File: config.mk
export PLATFORM = sky130hd
export DESIGN_NAME = moving_average_stream
export DESIGN_NICKNAME = d
export VERILOG_FILES = /design/src/rtl/ma_pkg.sv /design/src/rtl/ma_sample_buf.sv /design/src/rtl/moving_average_stream.sv
export SDC_FILE = /design/constraint.sdc
export NUM_CORES = 1
export LEC_CHECK = 0
export ABC_AREA = 1
export CAP_MARGIN = 30
export CELL_PAD_IN_SITES_DETAIL_PLACEMENT = 1
export CELL_PAD_IN_SITES_GLOBAL_PLACEMENT = 1
export CORE_MARGIN = 5
export CORE_UTILIZATION = 50
export DETAILED_ROUTE_END_ITERATION = 10
export PLACE_DENSITY = 0.94
export SYNTH_ARGS = -nofsm -noshare
export SYNTH_HDL_FRONTEND = slang
export SYNTH_SLANG_ARGS = --single-unit
File: constraint.sdc
create_clock -name clk -period 7.73 [get_ports clk]
set_input_delay 1.9325 -clock clk [delete_from_list [all_inputs] [get_ports clk]]
set_output_delay 1.9325 -clock clk [all_outputs]
set_load 0.05 [all_outputs]
File: src/rtl/ma_pkg.sv
// Shared types and helper functions for the streaming moving-average filter.
package ma_pkg;

  // Filter sequencing: accept a sample, fold it into the running sum, present the result.
  typedef enum logic [1:0] {
    IDLE   = 2'd0,
    UPDATE = 2'd1,
    OUTPUT = 2'd2
  } ma_state_e;

  // Running-sum width: a full window of maximum-value samples cannot overflow it.
  function automatic int sum_width(input int data_w, input int max_pow);
    return data_w + max_pow;
  endfunction

  // Depth of the sample history buffer.
  function automatic int buf_depth(input int max_pow);
    return 1 << max_pow;
  endfunction

  // Requested window exponents beyond the buffer depth fall back to the largest window.
  function automatic int clamp_pow(input int req, input int max_pow);
    return (req > max_pow) ? max_pow : req;
  endfunction

endpackage

File: src/rtl/ma_sample_buf.sv
// Sample history: one write port and one combinational read port.
module ma_sample_buf
  import ma_pkg::*;
#(
  parameter int DATA_W  = 8,
  parameter int MAX_POW = 4
) (
  input  logic              clk,
  input  logic              rst_n,
  input  logic              wr_en_i,
  input  logic [MAX_POW-1:0] wr_addr_i,
  input  logic [DATA_W-1:0] wr_data_i,
  input  logic [MAX_POW-1:0] rd_addr_i,
  output logic [DATA_W-1:0] rd_data_o
);

  localparam int DEPTH = buf_depth(MAX_POW);

  logic [DATA_W-1:0] mem_q [DEPTH];

  // Store the incoming sample; the read below sees the pre-write contents in the same cycle.
  always_ff @(posedge clk or negedge rst_n) begin
    if (!rst_n) begin
      for (int i = 0; i < DEPTH; i++) begin
        mem_q[i] <= '0;
      end
    end else if (wr_en_i) begin
      mem_q[wr_addr_i] <= wr_data_i;
    end
  end

  assign rd_data_o = mem_q[rd_addr_i];

endmodule

File: src/rtl/moving_average_stream.sv
// Streaming moving-average filter with a run-time window of 2^p samples,
// a running sum updated per sample, and valid/ready handshakes on both sides.
module moving_average_stream
  import ma_pkg::*;
#(
  parameter int DATA_W  = 8,
  parameter int MAX_POW = 4
) (
  input  logic                         clk,
  input  logic                         rst_n,
  input  logic                         clear_i,
  input  logic [$clog2(MAX_POW+1)-1:0] win_pow_i,
  input  logic                         round_i,
  input  logic [DATA_W-1:0]            in_data_i,
  input  logic                         in_valid_i,
  output logic                         in_ready_o,
  output logic [DATA_W-1:0]            out_data_o,
  output logic                         out_valid_o,
  input  logic                         out_ready_i,
  output logic                         filled_o
);

  localparam int SUM_W = sum_width(DATA_W, MAX_POW);
  localparam int PW    = $clog2(MAX_POW + 1);
  localparam int CW    = MAX_POW + 1;
  localparam int AW    = MAX_POW;

  ma_state_e         state_q, state_d;
  logic [SUM_W-1:0]  sum_q, sum_d, sum_upd;
  logic [CW-1:0]     count_q, count_d, win;
  logic [AW-1:0]     wr_ptr_q, wr_ptr_d, rd_addr;
  logic [PW-1:0]     p_q, p_d, p_clamped;
  logic [DATA_W-1:0] new_q, new_d, old_q, old_d;
  logic [DATA_W-1:0] out_data_q, out_data_d, rd_data, avg;
  logic              rnd_q, rnd_d, buf_we;
  logic [SUM_W:0]    rnd_add, rounded;

  // Window size and the slot holding the sample that is about to leave the window.
  assign win       = CW'(1) << p_q;
  assign rd_addr   = wr_ptr_q - win[AW-1:0];
  assign p_clamped = PW'(clamp_pow(int'(win_pow_i), MAX_POW));

  ma_sample_buf #(
    .DATA_W (DATA_W),
    .MAX_POW(MAX_POW)
  ) u_buf (
    .clk      (clk),
    .rst_n    (rst_n),
    .wr_en_i  (buf_we),
    .wr_addr_i(wr_ptr_q),
    .wr_data_i(in_data_i),
    .rd_addr_i(rd_addr),
    .rd_data_o(rd_data)
  );

  // Running sum after folding in the captured new/old pair; never goes negative.
  assign sum_upd = sum_q + SUM_W'(new_q) - SUM_W'(old_q);

  // Half-LSB rounding offset, applied only when rounding is requested and the window exceeds one sample.
  always_comb begin
    rnd_add = '0;
    if (rnd_q && (p_q != '0)) begin
      rnd_add = (SUM_W + 1)'(1) << (p_q - PW'(1));
    end
  end

  assign rounded = {1'b0, sum_upd} + rnd_add;
  assign avg     = DATA_W'(rounded >> p_q);

  // Next-state logic for the sequencer, running sum, pointers and result register.
  always_comb begin
    state_d    = state_q;
    sum_d      = sum_q;
    count_d    = count_q;
    wr_ptr_d   = wr_ptr_q;
    p_d        = p_q;
    new_d      = new_q;
    old_d      = old_q;
    rnd_d      = rnd_q;
    out_data_d = out_data_q;
    buf_we     = 1'b0;
    if (clear_i) begin
      state_d    = IDLE;
      sum_d      = '0;
      count_d    = '0;
      wr_ptr_d   = '0;
      p_d        = p_clamped;
      out_data_d = '0;
    end else begin
      case (state_q)
        IDLE: begin
          if (in_valid_i) begin
            buf_we  = 1'b1;
            new_d   = in_data_i;
            old_d   = (count_q >= win) ? rd_data : '0;
            rnd_d   = round_i;
            state_d = UPDATE;
          end
        end
        UPDATE: begin
          sum_d      = sum_upd;
          wr_ptr_d   = wr_ptr_q + AW'(1);
          count_d    = (count_q < win) ? count_q + CW'(1) : count_q;
          out_data_d = avg;
          state_d    = OUTPUT;
        end
        OUTPUT: begin
          if (out_ready_i) begin
            state_d = IDLE;
          end
        end
        default: state_d = IDLE;
      endcase
    end
  end

  // State registers; reset returns to an empty window of one sample.
  always_ff @(posedge clk or negedge rst_n) begin
    if (!rst_n) begin
      state_q    <= IDLE;
      sum_q      <= '0;
      count_q    <= '0;
      wr_ptr_q   <= '0;
      p_q        <= '0;
      new_q      <= '0;
      old_q      <= '0;
      rnd_q      <= 1'b0;
      out_data_q <= '0;
    end else begin
      state_q    <= state_d;
      sum_q      <= sum_d;
      count_q    <= count_d;
      wr_ptr_q   <= wr_ptr_d;
      p_q        <= p_d;
      new_q      <= new_d;
      old_q      <= old_d;
      rnd_q      <= rnd_d;
      out_data_q <= out_data_d;
    end
  end

  assign in_ready_o  = rst_n && (state_q == IDLE) && !clear_i;
  assign out_valid_o = (state_q == OUTPUT);
  assign out_data_o  = out_data_q;
  assign filled_o    = (count_q == win);

endmodule

==> metrics.md <==
| Metric | Value |
|---|---|
| Status | `finished clean` |
| Chip width | `149 um` |
| Setup bufs post-CTS | `0` |
| Hold Crit Depth | `2` |
| Asr flop ratio synth | `100%` |
| Worst path arrival time | `3.94 ns` |
| Setup TNS | `0 ns` |
| Final Hold Fails | `0` |
| Power, Total | `4.67 mW` |
| Pin count of the biggest net entering global routing | `66` |
| Cell variety after synth | `43` |
| Max-cap violations | `0` |
| Post-Syn Nets | `1,257` |
| Most frequent cells in the layout | `nand2_1 (362), dfrtp_1 (179), o21ai_0 (178)` |
| Wire per inst | `21.3 um` |
| Yosys warns | `0` |
| DR WL met2 | `15,300 um` |
| F_max | `170 MHz` |
| TritonRoute pass-1 iters | `5` |
| Gp weighted congestion | `0.824` |
| Reg-to-reg startpoint | `p_q[0]$_DFFE_PN0P_` |
| Die boundary height | `149 um` |
| # rows | `50` |
| Slew margin rel. | `32.5%` |
| WL met1 | `12,800 um` |
| Cell-internal power | `2.39 mW` |
| Power Dens Cells | `437 nW/um^2` |
| Post-layout min period | `5.87 ns` |
| IO Count | `28` |
| Register area | `4480 sq um` |
| # resized after CTS | `0` |
| Hold endpoint | `u_buf.mem_q[103]$_DFFE_PN0P_` |
| Sw frac | `48.7%` |
| Max Slew Vio Count | `0` |
| Worst hold path startpoint | `u_buf.mem_q[103]$_DFFE_PN0P_` |
| CP Capture Type | `primary output` |
| Vias in the first global route | `9,407` |
| Fin crit share | `75.9%` |
| # DRC | `0` |
| Clock-pin slew on the worst setup and hold paths | `0.08 ns` |
| CTS Buf Count | `17` |
| Sw power | `2.27 mW` |
| Cell count after synthesis | `1,197` |
| R2R cell count | `20` |
| Layout area overhead | `10.3%` |
| Syn avg cell area | `8.08 sq um` |
| DRT antenna net count | `0` |
| Setup violators final | `0` |
| Share of cells above drive strength 1 | `6.42%` |
| # H-tree levels | `4` |
| Worst Max-Slew Pin Slew | `1.01 ns` |
| Core area | `18,900 sq um` |
| Die area | `22,200 sq um` |
| EDFF count, synth | `0` |
| Seq/Total Area, Yosys | `46.3%` |
| Area of the multi-input gates | `4590 sq um` |
| Worst Path Max Fanout | `15` |
| Later-pin clock latency in the skew report | `0.45 ns` |
| CTS Root Cell | `clkbuf_16` |
| RSZ-0062 raised after global routing | `false` |
| Mapped Area | `9670 sq um` |
| Combinational Power Share | `55.7%` |
| Met3 routed WL | `1680 um` |
| Top sig layer | `met4` |
| Reg2Reg Setup Slack | `3.45 ns` |
| RR Endpoint | `out_data_o[1]$_DFFE_PN0P_` |
| CTS tree | `done` |
| Drt first-iter violations | `803` |
| First-pass GRT wire length | `50,100 um` |
| Via-to-Cell Ratio | `6.10` |
| CTS sink count | `179` |
| ANT cells | `0` |
| # hold bufs at CTS | `0` |
| Final wirelength | `31,000 um` |
| Worst EP required | `5.80 ns` |
| Startpoint types | `flop` |
| Port bufs | `27` |
| Sequential share of power | `25.1%` |
| Peak VDD IR | `0.000229 V` |
| Clock Tree Buf Depth | `2` |
| Nets | `1,246` |
| Hold crit path type | `flop to flop` |
| Critical path class | `flop to primary output` |
| Via Count | `8,901` |
| GRT Util Overall | `28.5%` |
| Initial antenna violation count | `0` |
| Filler cells | `2,300` |
| Initial core utilization | `51.2%` |
| Leakage | `4.94 nW` |
| Grt total ovfl | `0` |
| Synth Flop Type | `dfrtp_1` |
| Yosys reg bits | `179` |
| Clock power frac | `19.2%` |
| Post-Route Skew | `0.0156 ns` |
| HPWL Detailed | `19,000 um` |
| Commonest non-fill, non-tap cell in the layout | `nand2_1` |
synthesized netlist by cell type, drive strengths merged, types with 3 or more instances:
library cell / n / share of area (%)
a21oi: 51 / 2.7
a22o: 3 / 0.27
a32o: 21 / 2.2
a32oi: 14 / 1.3
buf: 13 / 0.72
clkbuf: 51 / 2.0
dfrtp: 179 / 46
fa: 10 / 2.1
ha: 33 / 4.3
inv: 94 / 3.6
nand2: 373 / 15
nand3: 63 / 3.7
nand3b: 3 / 0.27
nand4: 21 / 1.4
nor2: 48 / 2.0
nor3: 4 / 0.26
o21ai: 180 / 9.4
o22ai: 4 / 0.26
o32ai: 4 / 0.36
xnor2: 9 / 0.89
xor2: 6 / 0.54
critical path, cell delays in order (launching register included):
cell and delay [ns]:
dfrtp_1 0.70, inv_1 0.36, nor2_1 0.27, inv_1 0.12, nor2_1 0.27, inv_1 0.18, ha_1 0.34, nand2_1 0.08
nor2_1 0.10, inv_1 0.06, nor2_1 0.16, clkdlybuf4s50_1 0.84
power groups by stage:
stage / Combinational, mW / Clock (mW) / Sequential [mW]
5_1_grt: 2.88 / 0.942 / 1.18
6_report: 2.60 / 0.897 / 1.17
3_3_place_gp: 2.35 / 0 / 1.16
2_1_floorplan: 1.86 / 0 / 1.18
4_1_cts: 2.58 / 0.900 / 1.17
3_5_place_dp: 2.49 / 0 / 1.18
worst max path at each step:
stage,start,to,cells after the start
final,p_q[0]$_DFFE_PN0P_,filled_o,11
after global routing,p_q[0]$_DFFE_PN0P_,filled_o,11
after CTS,p_q[0]$_DFFE_PN0P_,filled_o,11
after detailed placement,rst_n,in_ready_o,4
after global placement,rst_n,in_ready_o,4
after floorplan,clear_i,in_ready_o,2
stage by stage:
step           area [sq um]  hold slack, ns  setup WS, ns  instances  util (%)
2_1_floorplan          9670           0.448          3.03       1197         -
3_3_place_gp          10100           0.462          2.28       1427      53.3
3_5_place_dp          10100           0.470          2.21       1427      53.3
4_1_cts               10700           0.491          1.93       1459      56.5
5_1_grt               10700           0.507          1.71       1459      56.5
6_report              10700           0.488          1.86       1459      56.5
cell type report:
cell class / instances / area share, %
clock buffers: 17 / 3.99
clock inverters: 15 / 1.56
inverters: 95 / 3.34
multi-input cells: 859 / 43.0
flip-flops and latches: 179 / 42.0
well taps: 260 / 3.05
repair buffers: 34 / 3.04
cell families (layout without fill, tap and decap cells):
group	count (synthesis)	in the layout	share of synthesized area [%]
simple gates	516	516	22.5
compound gates	282	282	16.7
flops	179	179	46.3
buf+inv	159	161	6.39
fa+ha+maj	43	43	6.34
xor+xnor	15	15	1.44
mux	2	2	0.233
other cells	1	1	0.0388
routing by layer:
layer	global-route usage, %	vias to the layer above
met5	0	-
met4	13.4	0
met3	5.07	102
met2	47.8	342
met1	35.8	4477
li1	-	3980
registers in the layout, summed over array words and instances, names as in the netlist:
signal / cells
u_buf.mem_q: 128
sum_q: 12
new_q: 8
old_q: 8
out_data_o: 8
count_q: 5
wr_ptr_q: 4
p_q: 3
state_q: 2
rnd_q: 1
(Power assumes the default switching activity.)
